$ cat config.mk
export PLATFORM = sky130hd
export DESIGN_NAME = key_stream_loader
export DESIGN_NICKNAME = d
export VERILOG_FILES = /design/src/rtl/key_stream_loader.sv
export SDC_FILE = /design/constraint.sdc
export NUM_CORES = 1
export LEC_CHECK = 0
export ABC_AREA = 0
export BUFFER_PORTS_ARGS = -buffer_cell sky130_fd_sc_hd__buf_2
export CORE_MARGIN = 2
export CORE_UTILIZATION = 58
export DETAILED_ROUTE_END_ITERATION = 8
export PLACE_DENSITY_LB_ADDON = 0.25
export SYNTH_ARGS = -nofsm -noshare
export SYNTH_HDL_FRONTEND = slang
export SYNTH_SLANG_ARGS = --single-unit
$ cat constraint.sdc
create_clock -name clk -period 3.1 [get_ports clk]
set_input_delay 0.31 -clock clk [delete_from_list [all_inputs] [get_ports clk]]
set_output_delay 0.31 -clock clk [all_outputs]
set_load 0.02 [all_outputs]
$ cat src/rtl/key_stream_loader.sv
// Serial key loader: shifts a KEY_W-bit key in LSB first, checks an even-parity
// beat, then arms a stable parallel key and releases the downstream FSM reset.
module key_stream_loader #(
  parameter int KEY_W    = 8,
  parameter int MAX_FAIL = 3
) (
  input  logic             clk,
  input  logic             rst,
  input  logic             start,
  input  logic             s_valid,
  input  logic             s_data,
  output logic             s_ready,
  output logic [KEY_W-1:0] keyinput,
  output logic             key_valid,
  output logic             fsm_rst,
  output logic             err,
  output logic             locked,
  output logic             busy
);

  localparam int CNT_W  = $clog2(KEY_W + 1);
  localparam int FAIL_W = $clog2(MAX_FAIL + 1);

  typedef enum logic [2:0] {
    S_IDLE,
    S_SHIFT,
    S_PARITY,
    S_ARMED,
    S_ERROR,
    S_LOCKED
  } state_t;

  state_t             r_state,     w_state_next;
  logic [CNT_W-1:0]   r_count,     w_count_next;
  logic [FAIL_W-1:0]  r_fail,      w_fail_next;
  logic [KEY_W-1:0]   r_shadow,    w_shadow_next;
  logic [KEY_W-1:0]   r_keyinput,  w_keyinput_next;
  logic               r_key_valid, w_key_valid_next;
  logic               r_fsm_rst,   w_fsm_rst_next;
  logic               r_err,       w_err_next;
  logic               r_locked,    w_locked_next;
  logic               r_busy,      w_busy_next;
  logic               r_s_ready,   w_s_ready_next;

  logic               w_accept;
  logic               w_parity;
  logic [KEY_W-1:0]   w_bit_mask;
  logic [FAIL_W-1:0]  w_fail_inc;

  assign w_accept   = s_valid & r_s_ready;
  assign w_parity   = (^r_shadow) ^ s_data;
  assign w_bit_mask = KEY_W'(1) << r_count;
  // Fail counter saturates so a long run of bad loads cannot wrap past MAX_FAIL.
  assign w_fail_inc = (r_fail == FAIL_W'(MAX_FAIL)) ? r_fail : r_fail + FAIL_W'(1);

  always_comb begin
    // NOTE: every next-value gets a default first so no path leaves it unassigned (no latch).
    w_state_next     = r_state;
    w_count_next     = r_count;
    w_fail_next      = r_fail;
    w_shadow_next    = r_shadow;
    w_keyinput_next  = r_keyinput;
    w_key_valid_next = r_key_valid;
    w_fsm_rst_next   = r_fsm_rst;
    w_err_next       = r_err;
    w_locked_next    = r_locked;
    w_busy_next      = r_busy;
    w_s_ready_next   = r_s_ready;

    unique case (r_state)
      S_IDLE, S_ARMED, S_ERROR: begin
        if (start) begin
          w_state_next     = S_SHIFT;
          w_count_next     = '0;
          w_shadow_next    = '0;
          w_err_next       = 1'b0;
          w_key_valid_next = 1'b0;
          w_fsm_rst_next   = 1'b1;
          w_busy_next      = 1'b1;
          w_s_ready_next   = 1'b1;
        end
      end
      S_SHIFT: begin
        if (w_accept) begin
          w_shadow_next = s_data ? (r_shadow | w_bit_mask) : r_shadow;
          w_count_next  = r_count + CNT_W'(1);
          if (r_count == CNT_W'(KEY_W - 1)) w_state_next = S_PARITY;
        end
      end
      S_PARITY: begin
        if (w_accept) begin
          w_busy_next    = 1'b0;
          w_s_ready_next = 1'b0;
          if (!w_parity) begin
            w_state_next     = S_ARMED;
            w_keyinput_next  = r_shadow;
            w_key_valid_next = 1'b1;
            w_fsm_rst_next   = 1'b0;
            w_fail_next      = '0;
          end else begin
            w_fail_next = w_fail_inc;
            w_err_next  = 1'b1;
            if (w_fail_inc == FAIL_W'(MAX_FAIL)) begin
              w_state_next  = S_LOCKED;
              w_locked_next = 1'b1;
            end else begin
              w_state_next = S_ERROR;
            end
          end
        end
      end
      S_LOCKED: ;
      default: w_state_next = S_IDLE;
    endcase
  end

  // NOTE: sequential state uses non-blocking assignments so every register sees pre-edge values.
  always_ff @(posedge clk or posedge rst) begin
    if (rst) begin
      r_state     <= S_IDLE;
      r_count     <= '0;
      r_fail      <= '0;
      r_shadow    <= '0;
      r_keyinput  <= '0;
      r_key_valid <= 1'b0;
      r_fsm_rst   <= 1'b1;
      r_err       <= 1'b0;
      r_locked    <= 1'b0;
      r_busy      <= 1'b0;
      r_s_ready   <= 1'b0;
    end else begin
      r_state     <= w_state_next;
      r_count     <= w_count_next;
      r_fail      <= w_fail_next;
      r_shadow    <= w_shadow_next;
      r_keyinput  <= w_keyinput_next;
      r_key_valid <= w_key_valid_next;
      r_fsm_rst   <= w_fsm_rst_next;
      r_err       <= w_err_next;
      r_locked    <= w_locked_next;
      r_busy      <= w_busy_next;
      r_s_ready   <= w_s_ready_next;
    end
  end

  assign s_ready   = r_s_ready;
  assign keyinput  = r_keyinput;
  assign key_valid = r_key_valid;
  assign fsm_rst   = r_fsm_rst;
  assign err       = r_err;
  assign locked    = r_locked;
  assign busy      = r_busy;

endmodule

==> reports/results.ini <==
[outcome]
status = finished clean

[die]
coreArea_mm2 = 0.002686
rows = 19
die_h_um = 56.65
ios = 19
initial_core_util_pct = 59.85
dieWidth_um = 56.65
die_area_mm2 = 0.003209

[cts]
htreeDepth = 2
clock_latency_ns = 0.33
clockRootBuffer = clkbuf_4
hold_buffers = 0
cts_tree = yes
path_clk_slew_ns = 0.10
cts_setup_buffers = 0
post_cts_resized = 0
clockBufferDepth = 2
clock_sinks = 30
cts_buffers = 5

[sta]
setup_viol_count_final = 0
rsz0062_at_grt = no
period_minus_slack_ns = 2.345
hold_viol_final = 0
period_share_pct = 75.66
skew_ns = 0.01137
whs_ns = 0.2506
slew-limit-headroom_pct = 24.31
slew_violations = 0
final.setup.tns_ns = 0
fmax_mhz = 426.4
worst_pin_slew_ns = 1.134

[critical_path]
critical_path_class = register to register
cpMaxStageDelayCell = xor3_4
path_max_fanout = 6
r2r_cells = 5
crit_family = multiplexers
worstPathCellList = xor3_4 > and4_2 > mux2i_1 > buf_4 > mux2_2
startpoint_type = register
cp.required_ns = 3.31
critical_path_depth = 5
path_buf_inv = 1
cp.arrival_ns = 2.56
crit_path_end_kind = register
slowest_delay_ns = 0.54

[power]
vdd_drop_max_v = 0.0006115
leakagePower_uw = 0.0008849
powerDensity_mw_per_mm2 = 894.6
total_power_uw = 1575

[layout]
fin_util_pct = 65.53
final_nets = 179
drive_above_1_share_pct = 24.26
syn_to_final_growth_pct = 9.494
fin_area_mm2 = 0.001760
antenna_cells = 0

[grt]
grt_max_degree = 31
grt_pass1_wl_mm = 5.602
grt_overflow = 0
grt_pass1_vias = 1222
grtUsageTotal_pct = 22.98
antenna_found_initial = 0

[synth]
synth.distinct_cells = 47
yosys_warnings = 0
netlist.area_leader.share_pct = 45.14
synth_area_leaders = dfrtp_1 45%, mux2_2 5.6%, ha_1 4.7%
syn-num-nets = 160
syn_avg_cell_area_um2 = 10.79
synth-edff-count = 0
synth_common_cells = 29 x dfrtp_1, 10 x nor2_1, 9 x inv_1
ys_ff_latch = 30
synthCells = 149
synth_area_leader_cell = dfrtp_1
synthArstFlopShare_pct = 100.0
ys.flop_type = dfrtp_1
syn_area_mm2 = 0.001608
yosysSeqAreaShare_pct = 46.77
yosysMostFrequentCell = dfrtp_1

[placed_design]
portBuffers = 18
hpwlAfterDp_mm = 2.300
gp_congestion = 0.7939
dpl_cell_area_mm2 = 0.001709

[drt]
vias_per_cell = 5.895
routed_wl_mm = 3.283
wl_per_cell_um = 16.42
drt-initial-drc-count = 38
drcViolationCount = 0
first_pass_iters = 4
num_vias = 1179
ant_nets = 0

[min_path]
hold_path_class = input port to asynchronous set/reset pin

[run]
cap_viol_max_count = 0

## worst register-to-register path, cell delays in order, from the launching register on
cell and delay, ns:
dfrtp_1 0.38, xor3_4 0.54, and4_2 0.26, mux2i_1 0.44, buf_4 0.26, mux2_2 0.34
## layout by cell type (no fill, tap or decap), types with 3 or more instances in the layout
cell type	count
a21o_1	3
a21oi_1	8
a41oi_1	8
and2_1	4
buf_2	18
clkbuf_4	5
dfrtp_1	29
ha_1	6
inv_1	9
mux2_2	8
nand2_1	5
nand2b_1	3
nor2_1	10
nor2b_1	4
o21bai_1	3
or3_1	3
## final cells by class
type | count | area (um^2)
inverters | 10 | 37.54
clock buffers | 6 | 41.29
flip-flops and latches | 30 | 752.0
well taps | 31 | 38.79
multi-input cells | 101 | 775.7
fillers | 219 | 925.9
clock inverters | 2 | 10.01
repair buffers | 20 | 105.1
## through the flow
step | instances | setup WS, ns
finish | 200 | 0.7547
detailed placement | 192 | 0.8005
floorplan | 149 | 1.197
global route | 200 | 0.6967
global placement | 192 | 0.8506
CTS | 200 | 0.7726
## flip-flops by register name, summed over array words and instances, names as in the netlist
register and flops:
err 1, fsm_rst 1, key_valid 1, keyinput 8
locked 1, r_count 4, r_fail 2, r_shadow 8
r_state 3, s_ready 1
## per-layer routing
| layer | up-vias | wire length [um] | global-route usage, % |
|---|---|---|---|
| met3 | 7 | 115 | 5.300 |
| met1 | 576 | 1446 | 28.85 |
| met4 | 0 | 56 | 10.54 |
| met5 | - | 0 | 0 |
| met2 | 18 | 1666 | 37.54 |
| li1 | 578 | - | - |
## report_power, final
group | internal [uW] | leakage [uW] | switching [uW]
combinational | 335 | 0.000462 | 399
clock | 86.2 | 0.0000320 | 136
sequential | 499 | 0.000391 | 120
total | 920 | 0.000885 | 655
## kinds of logic (layout without fill, tap and decap cells)
family | Yosys count | in the layout | synth area share [%]
XOR/XNOR | 6 | 6 | 5.370
adder cells (fa/ha/maj) | 6 | 6 | 4.669
buffers and inverters | 18 | 38 | 4.980
multiplexers | 10 | 10 | 6.849
AO/OA/AOI/OAI | 37 | 37 | 16.81
AND/OR/NAND/NOR | 42 | 42 | 14.55
flip-flops | 30 | 30 | 46.77
## final timing paths
| check | startpoint | endpoint | slack [ns] |
|---|---|---|---|
| max | r_shadow[7]$_DFFE_PP0P_ | keyinput[5]$_DFFE_PP0P_ | 0.75 |
| min | rst | r_shadow[2]$_DFFE_PP0P_ | 0.25 |
| max reg2reg | r_shadow[7]$_DFFE_PP0P_ | keyinput[5]$_DFFE_PP0P_ | 0.75 |
| min reg2reg | locked$_DFFE_PP0P_ | locked$_DFFE_PP0P_ | 0.48 |
| max in group asynchronous | rst | r_count[3]$_DFFE_PP0P_ | 2.16 |
| min in group clk | start | s_ready$_DFFE_PP0P_ | 0.29 |
No activity file was read; power rests on OpenSTA's default activity.
